[src/rtl/fifo_uart_tx_if.sv]
// Read-port bundle between the synchronous FIFO and its UART drain stage.
// The drain stage is the master: it requests pops and consumes status/data.
interface fifo_uart_tx_if #(
  parameter int WIDTH = 8
);
  logic             fifo_empty;
  logic [WIDTH-1:0] fifo_rdata;
  logic             fifo_rd_en;

  modport master (input fifo_empty, input fifo_rdata, output fifo_rd_en);
  modport slave  (output fifo_empty, output fifo_rdata, input fifo_rd_en);
endinterface

[src/rtl/fifo_uart_tx.sv]
// FIFO drain stage: pops one word per frame and serialises it as a UART frame
// (start, LSB-first data, optional parity, 1 or 2 stop bits) on a registered line.
module fifo_uart_tx #(
  parameter int WIDTH        = 8,
  parameter int CLKS_PER_BIT = 16,
  parameter bit PARITY_EN    = 1'b0,
  parameter bit PARITY_ODD   = 1'b0,
  parameter int STOP_BITS    = 1
) (
  input  logic           clk_i,
  input  logic           rst_i,
  input  logic           tx_en_i,
  fifo_uart_tx_if.master fifo,
  output logic           tx_o,
  output logic           busy_o,
  output logic           done_o
);

  localparam int BAUD_W = $clog2(CLKS_PER_BIT);
  localparam int IDX_W  = $clog2(WIDTH);
  localparam logic [BAUD_W-1:0] BAUD_LAST = BAUD_W'(CLKS_PER_BIT - 1);
  localparam logic [BAUD_W-1:0] BAUD_PRE  = BAUD_W'(CLKS_PER_BIT - 2);
  localparam logic [IDX_W-1:0]  IDX_LAST  = IDX_W'(WIDTH - 1);
  localparam logic              STOP_LAST = 1'(STOP_BITS - 1);

  typedef enum logic [2:0] {
    ST_IDLE   = 3'd0,
    ST_POP    = 3'd1,
    ST_LOAD   = 3'd2,
    ST_START  = 3'd3,
    ST_DATA   = 3'd4,
    ST_PARITY = 3'd5,
    ST_STOP   = 3'd6
  } state_t;

  state_t             state_r;
  logic [BAUD_W-1:0]  baud_cnt_r;
  logic [IDX_W-1:0]   bit_idx_r;
  logic               stop_cnt_r;
  logic [WIDTH-1:0]   shift_r;
  logic               parity_r;
  logic               tx_r;
  logic               rd_en_r;
  logic               busy_r;
  logic               done_r;

  logic               bit_tick_s;
  logic               stop_last_s;

  function automatic logic parity_f(input logic [WIDTH-1:0] data);
    return (^data) ^ PARITY_ODD;
  endfunction

  assign bit_tick_s  = (baud_cnt_r == BAUD_LAST);
  assign stop_last_s = (stop_cnt_r == STOP_LAST);

  // Frame sequencer; every output is registered with the value of the state being entered.
  always_ff @(posedge clk_i or negedge rst_i) begin
    if (!rst_i) begin
      state_r    <= ST_IDLE;
      baud_cnt_r <= '0;
      bit_idx_r  <= '0;
      stop_cnt_r <= 1'b0;
      shift_r    <= '0;
      parity_r   <= 1'b0;
      tx_r       <= 1'b1;
      rd_en_r    <= 1'b0;
      busy_r     <= 1'b0;
      done_r     <= 1'b0;
    end else begin
      rd_en_r <= 1'b0;
      done_r  <= 1'b0;
      case (state_r)
        ST_IDLE: begin
          baud_cnt_r <= '0;
          tx_r       <= 1'b1;
          // Empty is only looked at here, so a frame in flight can never pop.
          if (tx_en_i && !fifo.fifo_empty) begin
            state_r <= ST_POP;
            rd_en_r <= 1'b1;
            busy_r  <= 1'b1;
          end else begin
            busy_r  <= 1'b0;
          end
        end
        ST_POP: begin
          state_r <= ST_LOAD;
        end
        ST_LOAD: begin
          shift_r  <= fifo.fifo_rdata;
          parity_r <= parity_f(fifo.fifo_rdata);
          tx_r     <= 1'b0;
          state_r  <= ST_START;
        end
        ST_START: begin
          if (bit_tick_s) begin
            baud_cnt_r <= '0;
            bit_idx_r  <= '0;
            tx_r       <= shift_r[0];
            state_r    <= ST_DATA;
          end else begin
            baud_cnt_r <= baud_cnt_r + 1'b1;
          end
        end
        ST_DATA: begin
          if (bit_tick_s) begin
            baud_cnt_r <= '0;
            if (bit_idx_r == IDX_LAST) begin
              if (PARITY_EN) begin
                tx_r    <= parity_r;
                state_r <= ST_PARITY;
              end else begin
                tx_r       <= 1'b1;
                stop_cnt_r <= 1'b0;
                state_r    <= ST_STOP;
              end
            end else begin
              bit_idx_r <= bit_idx_r + 1'b1;
              shift_r   <= {1'b0, shift_r[WIDTH-1:1]};
              tx_r      <= shift_r[1];
            end
          end else begin
            baud_cnt_r <= baud_cnt_r + 1'b1;
          end
        end
        ST_PARITY: begin
          if (bit_tick_s) begin
            baud_cnt_r <= '0;
            tx_r       <= 1'b1;
            stop_cnt_r <= 1'b0;
            state_r    <= ST_STOP;
          end else begin
            baud_cnt_r <= baud_cnt_r + 1'b1;
          end
        end
        ST_STOP: begin
          if (bit_tick_s) begin
            baud_cnt_r <= '0;
            if (stop_last_s) begin
              busy_r  <= 1'b0;
              state_r <= ST_IDLE;
            end else begin
              stop_cnt_r <= stop_cnt_r + 1'b1;
            end
          end else begin
            baud_cnt_r <= baud_cnt_r + 1'b1;
            // Armed one cycle early so the pulse lands on the final stop cycle.
            if (stop_last_s && (baud_cnt_r == BAUD_PRE)) begin
              done_r <= 1'b1;
            end else begin
              done_r <= 1'b0;
            end
          end
        end
        default: begin
          state_r <= ST_IDLE;
          tx_r    <= 1'b1;
          busy_r  <= 1'b0;
        end
      endcase
    end
  end

  assign tx_o            = tx_r;
  assign busy_o          = busy_r;
  assign done_o          = done_r;
  assign fifo.fifo_rd_en = rd_en_r;

endmodule
[src/flat_wrapper.sv]
// flat-port wrapper written by rule: the top's interface ports become plain ports
module fifo_uart_tx_flat 
#(
  parameter int WIDTH        = 8,
  parameter int CLKS_PER_BIT = 16,
  parameter bit PARITY_EN    = 1'b0,
  parameter bit PARITY_ODD   = 1'b0,
  parameter int STOP_BITS    = 1
)
  (clk_i, rst_i, tx_en_i, tx_o, busy_o, done_o, fifo_fifo_empty, fifo_fifo_rdata, fifo_fifo_rd_en);
  fifo_uart_tx_if #(.WIDTH(WIDTH)) fifo_i ();
  input  logic clk_i;
  input  logic rst_i;
  input  logic tx_en_i;
  output logic tx_o;
  output logic busy_o;
  output logic done_o;
  input wire logic [$bits(fifo_i.fifo_empty)-1:0] fifo_fifo_empty;
  input wire logic [$bits(fifo_i.fifo_rdata)-1:0] fifo_fifo_rdata;
  output wire logic [$bits(fifo_i.fifo_rd_en)-1:0] fifo_fifo_rd_en;
  assign fifo_i.fifo_empty = fifo_fifo_empty;
  assign fifo_i.fifo_rdata = fifo_fifo_rdata;
  assign fifo_fifo_rd_en = fifo_i.fifo_rd_en;
  fifo_uart_tx #(.WIDTH(WIDTH), .CLKS_PER_BIT(CLKS_PER_BIT), .PARITY_EN(PARITY_EN), .PARITY_ODD(PARITY_ODD), .STOP_BITS(STOP_BITS)) u_core (.clk_i(clk_i), .rst_i(rst_i), .tx_en_i(tx_en_i), .fifo(fifo_i), .tx_o(tx_o), .busy_o(busy_o), .done_o(done_o));
endmodule
[config.mk]
export PLATFORM = sky130hd
export DESIGN_NAME = fifo_uart_tx_flat
export DESIGN_NICKNAME = d
export VERILOG_FILES = /design/src/rtl/fifo_uart_tx_if.sv /design/src/rtl/fifo_uart_tx.sv /design/src/flat_wrapper.sv
export SDC_FILE = /design/constraint.sdc
export NUM_CORES = 1
export LEC_CHECK = 0
export BUFFER_PORTS_ARGS = -buffer_cell sky130_fd_sc_hd__buf_2
export CAP_MARGIN = 20
export CORE_UTILIZATION = 35
export CTS_BUF_LIST = sky130_fd_sc_hd__clkbuf_4 sky130_fd_sc_hd__clkbuf_8
export CTS_CLUSTER_SIZE = 12
export DETAILED_ROUTE_END_ITERATION = 10
export PLACE_DENSITY = 0.6
export SYNTH_ARGS = -nofsm -noshare
export SYNTH_HDL_FRONTEND = slang
export SYNTH_SLANG_ARGS = --single-unit
[constraint.sdc]
create_clock -name clk_i -period 2.1 [get_ports clk_i]
set_input_delay 0.63 -clock clk_i [delete_from_list [all_inputs] [get_ports clk_i]]
set_output_delay 0.63 -clock clk_i [all_outputs]
set_load 0.02 [all_outputs]
==> flow_summary.ini <==
[finish]
num_antenna_cells = 0
design_area_um2 = 1430
layout.nets = 152
syn_to_final_growth_pct = 14.6
final_cells = 181
drive_above_1_share = 0.274
fillers = 344

[logic_synthesis]
synthCells = 119
syn_nets = 135
synthSimpleGateAreaFrac = 0.190
synth-xor-area-share = 0
seq_area_frac_synth = 0.441
yosysWarnings = 0
synth_area_um2 = 1250
yosys.area_share.adder = 0.0480
post_synth_most_frequent_cells = dfrtp_1 (21), nand2_1 (7), o221a_2 (7)
yosys.cell_count.top_type = dfrtp_1
synth_compound_area_frac = 0.276
synth_area_leaders = dfrtp_1 (42%), o221a_2 (6.3%), ha_1 (4.0%)
synth_area_per_cell_um2 = 10.5
synth_top_area_frac = 0.420
yosysUniqueCellTypes = 47
synth_top_family_by_area = compound AO/OA/AOI/OAI gates
synth_top_area_cell = dfrtp_1
synthMuxAreaShare = 0.00901
ys_seq_elements = 22
synthFlopType = dfrtp_1
synth_edf_count = 0
synth_async_sr_flop_share = 1.00

[routing]
viasPerCell = 5.52
drcViolationCount = 0
ant_nets = 0
drt-pass1-iter-count = 4
routed_wl_um = 2530
vias = 1000
drt_iter0_drc = 38
wire_per_inst_um = 14.0

[critical_path]
regToRegSetupSlack_ns = 0.26
reg2reg_from = u_core.bit_idx_r[0]
cp_max_fo = 7
endpoint_kind = flip-flop
cp-startpoint = u_core.bit_idx_r[0]
cpMostUsedCell = ha_1
rr_worst_depth = 5
max_stage_delay_ns = 0.51
timing.rr.end = u_core.shift_r[0]
crit_required_ns = 2.37
cpMaxStageDelayCell = or4b_4
crit_type = flip-flop to flip-flop
worst_setup_path_start_kind = flip-flop
crit_chain = ha_1, ha_1, or4b_4, o21ai_4, o221a_2
arrival_ns = 2.11

[clock_tree]
clockBufferDepth = 2
post_cts_resized = 0
clock_sinks = 22
htreeDepth = 1
cts_buffers = 3
tritoncts = done
cts_hold_buf = 0
cts_root_buf = clkbuf_4
post_cts_buffers = 0
clk_pin_slew_ns = 0.13
clk_latency_ns = 0.31

[timing]
slew_headroom = 0.657
skew_ns = 0.00286
period_needed_ns = 1.84
fin_crit_sh = 0.876
finalMaxSlewViolations = 0
fmaxAchievable_mhz = 544
tightest_slew_ns = 0.514
hold_viol_final = 0
rsz0062_at_grt = no
finalSetupViolations = 0
fin_setup_tns_ns = 0

[floorplan]
chipHeight_um = 61.8
die_area_um2 = 3810
core_area_um2 = 3390
start_util = 0.369
num_io_pins = 16
die_x_um = 61.8
rows = 21

[placement]
dp_hpwl_um = 1790
dp.cells = 177
io_buffers = 15
post_dp_cell_area_um2 = 1380
gp_congestion = 0.795

[flow_run]
maxCapViolations = 0

[global_route]
grt_usage = 0.148
grt_pass1_wl_um = 4180
antenna_found_initial = 0
grt_overflow_total = 0
grt_max_degree = 23
grt_pass1_vias = 918

[power_and_ir_drop]
max-vdd-ir-drop_uv = 199
p_per_area_nw_per_um2 = 562
total_leakage_power_uw = 0.000632
p_total_uw = 805

[worst_hold_path]
min-delay-path-class = input port to async pin

[status]
status = complete, no violations
cells by family (layout without fill, tap and decap cells):
family,Yosys count,count (layout)
compound gates,43,43
fa+ha+maj,5,5
buf+inv,10,26
flops,22,22
mux,1,1
simple gates,38,38
metal layers:
| layer | routed length [µm] | vias to the layer above | share of wire | GRT usage |
|---|---|---|---|---|
| met5 | 0 | - | 0 | 0 |
| met4 | 22 | 0 | 0.0087 | 0.0508 |
| li1 | - | 492 | - | - |
| met2 | 1230 | 13 | 0.49 | 0.235 |
| met1 | 1230 | 493 | 0.49 | 0.211 |
| met3 | 44 | 2 | 0.017 | 0.0124 |
placed cells by master (no fill, tap or decap), types with 3 or more instances in the layout:
master | synthesis | routed
buf_2 | 5 | 15
inv_1 | 3 | 3
clkbuf_4 | 0 | 3
a21oi_1 | 5 | 5
nand2_1 | 7 | 7
buf_4 | 0 | 4
nor2_1 | 5 | 5
a21boi_0 | 3 | 3
ha_1 | 4 | 4
dfrtp_1 | 21 | 21
o21ai_0 | 6 | 6
nand2b_1 | 4 | 4
or2b_1 | 4 | 4
o221a_2 | 7 | 7
flip-flops by register name, summed over array words and instances (netlist names):
register,flops
u_core.fifo.fifo_rd_en,1
u_core.tx_o,1
u_core.bit_idx_r,3
u_core.done_o,1
u_core.state_r,3
u_core.busy_o,1
u_core.baud_cnt_r,4
u_core.shift_r,8
per-stage QoR:
step	utilization	hold slack [ns]	setup WS (ns)
2_1_floorplan	-	0.334	0.388
5_1_grt	0.423	0.291	0.151
4_1_cts	0.423	0.272	0.253
6_report	0.423	0.265	0.261
3_3_place_gp	0.407	0.488	0.337
3_5_place_dp	0.407	0.502	0.274
worst max-delay path: cells and delay by family, from the launching register on:
kind | cells | cell delay, ns
AO/OA/AOI/OAI | 2 | 0.45
AND/OR/NAND/NOR | 1 | 0.51
flip-flops | 1 | 0.41
adder cells (fa/ha/maj) | 2 | 0.42
power breakdown:
part,internal [µW],switching (µW),total (µW)
Clock,193,138,331
Sequential,433,6.03,439
Combinational,18.8,16.6,35.5
Total,645,161,805
final cells by class:
cell class,count,area (µm²),share of cell area
clock buffers,3,22.5,0.0157
clock inverters,1,30.0,0.0210
inverters,3,11.3,0.00786
multi-input cells,87,654,0.457
flip-flops and latches,22,552,0.385
well taps,46,57.6,0.0402
repair buffers,19,105,0.0734
worst max-delay path by stage:
| stage | cells after the start | end |
|---|---|---|
| 2_1_floorplan | 5 | u_core.shift_r[1] |
| 3_3_place_gp | 5 | u_core.shift_r[1] |
| 3_5_place_dp | 5 | u_core.shift_r[7] |
| 4_1_cts | 5 | u_core.shift_r[0] |
| 5_1_grt | 5 | u_core.shift_r[7] |
| 6_report | 5 | u_core.shift_r[0] |
Power figures use the tool's default switching activity.
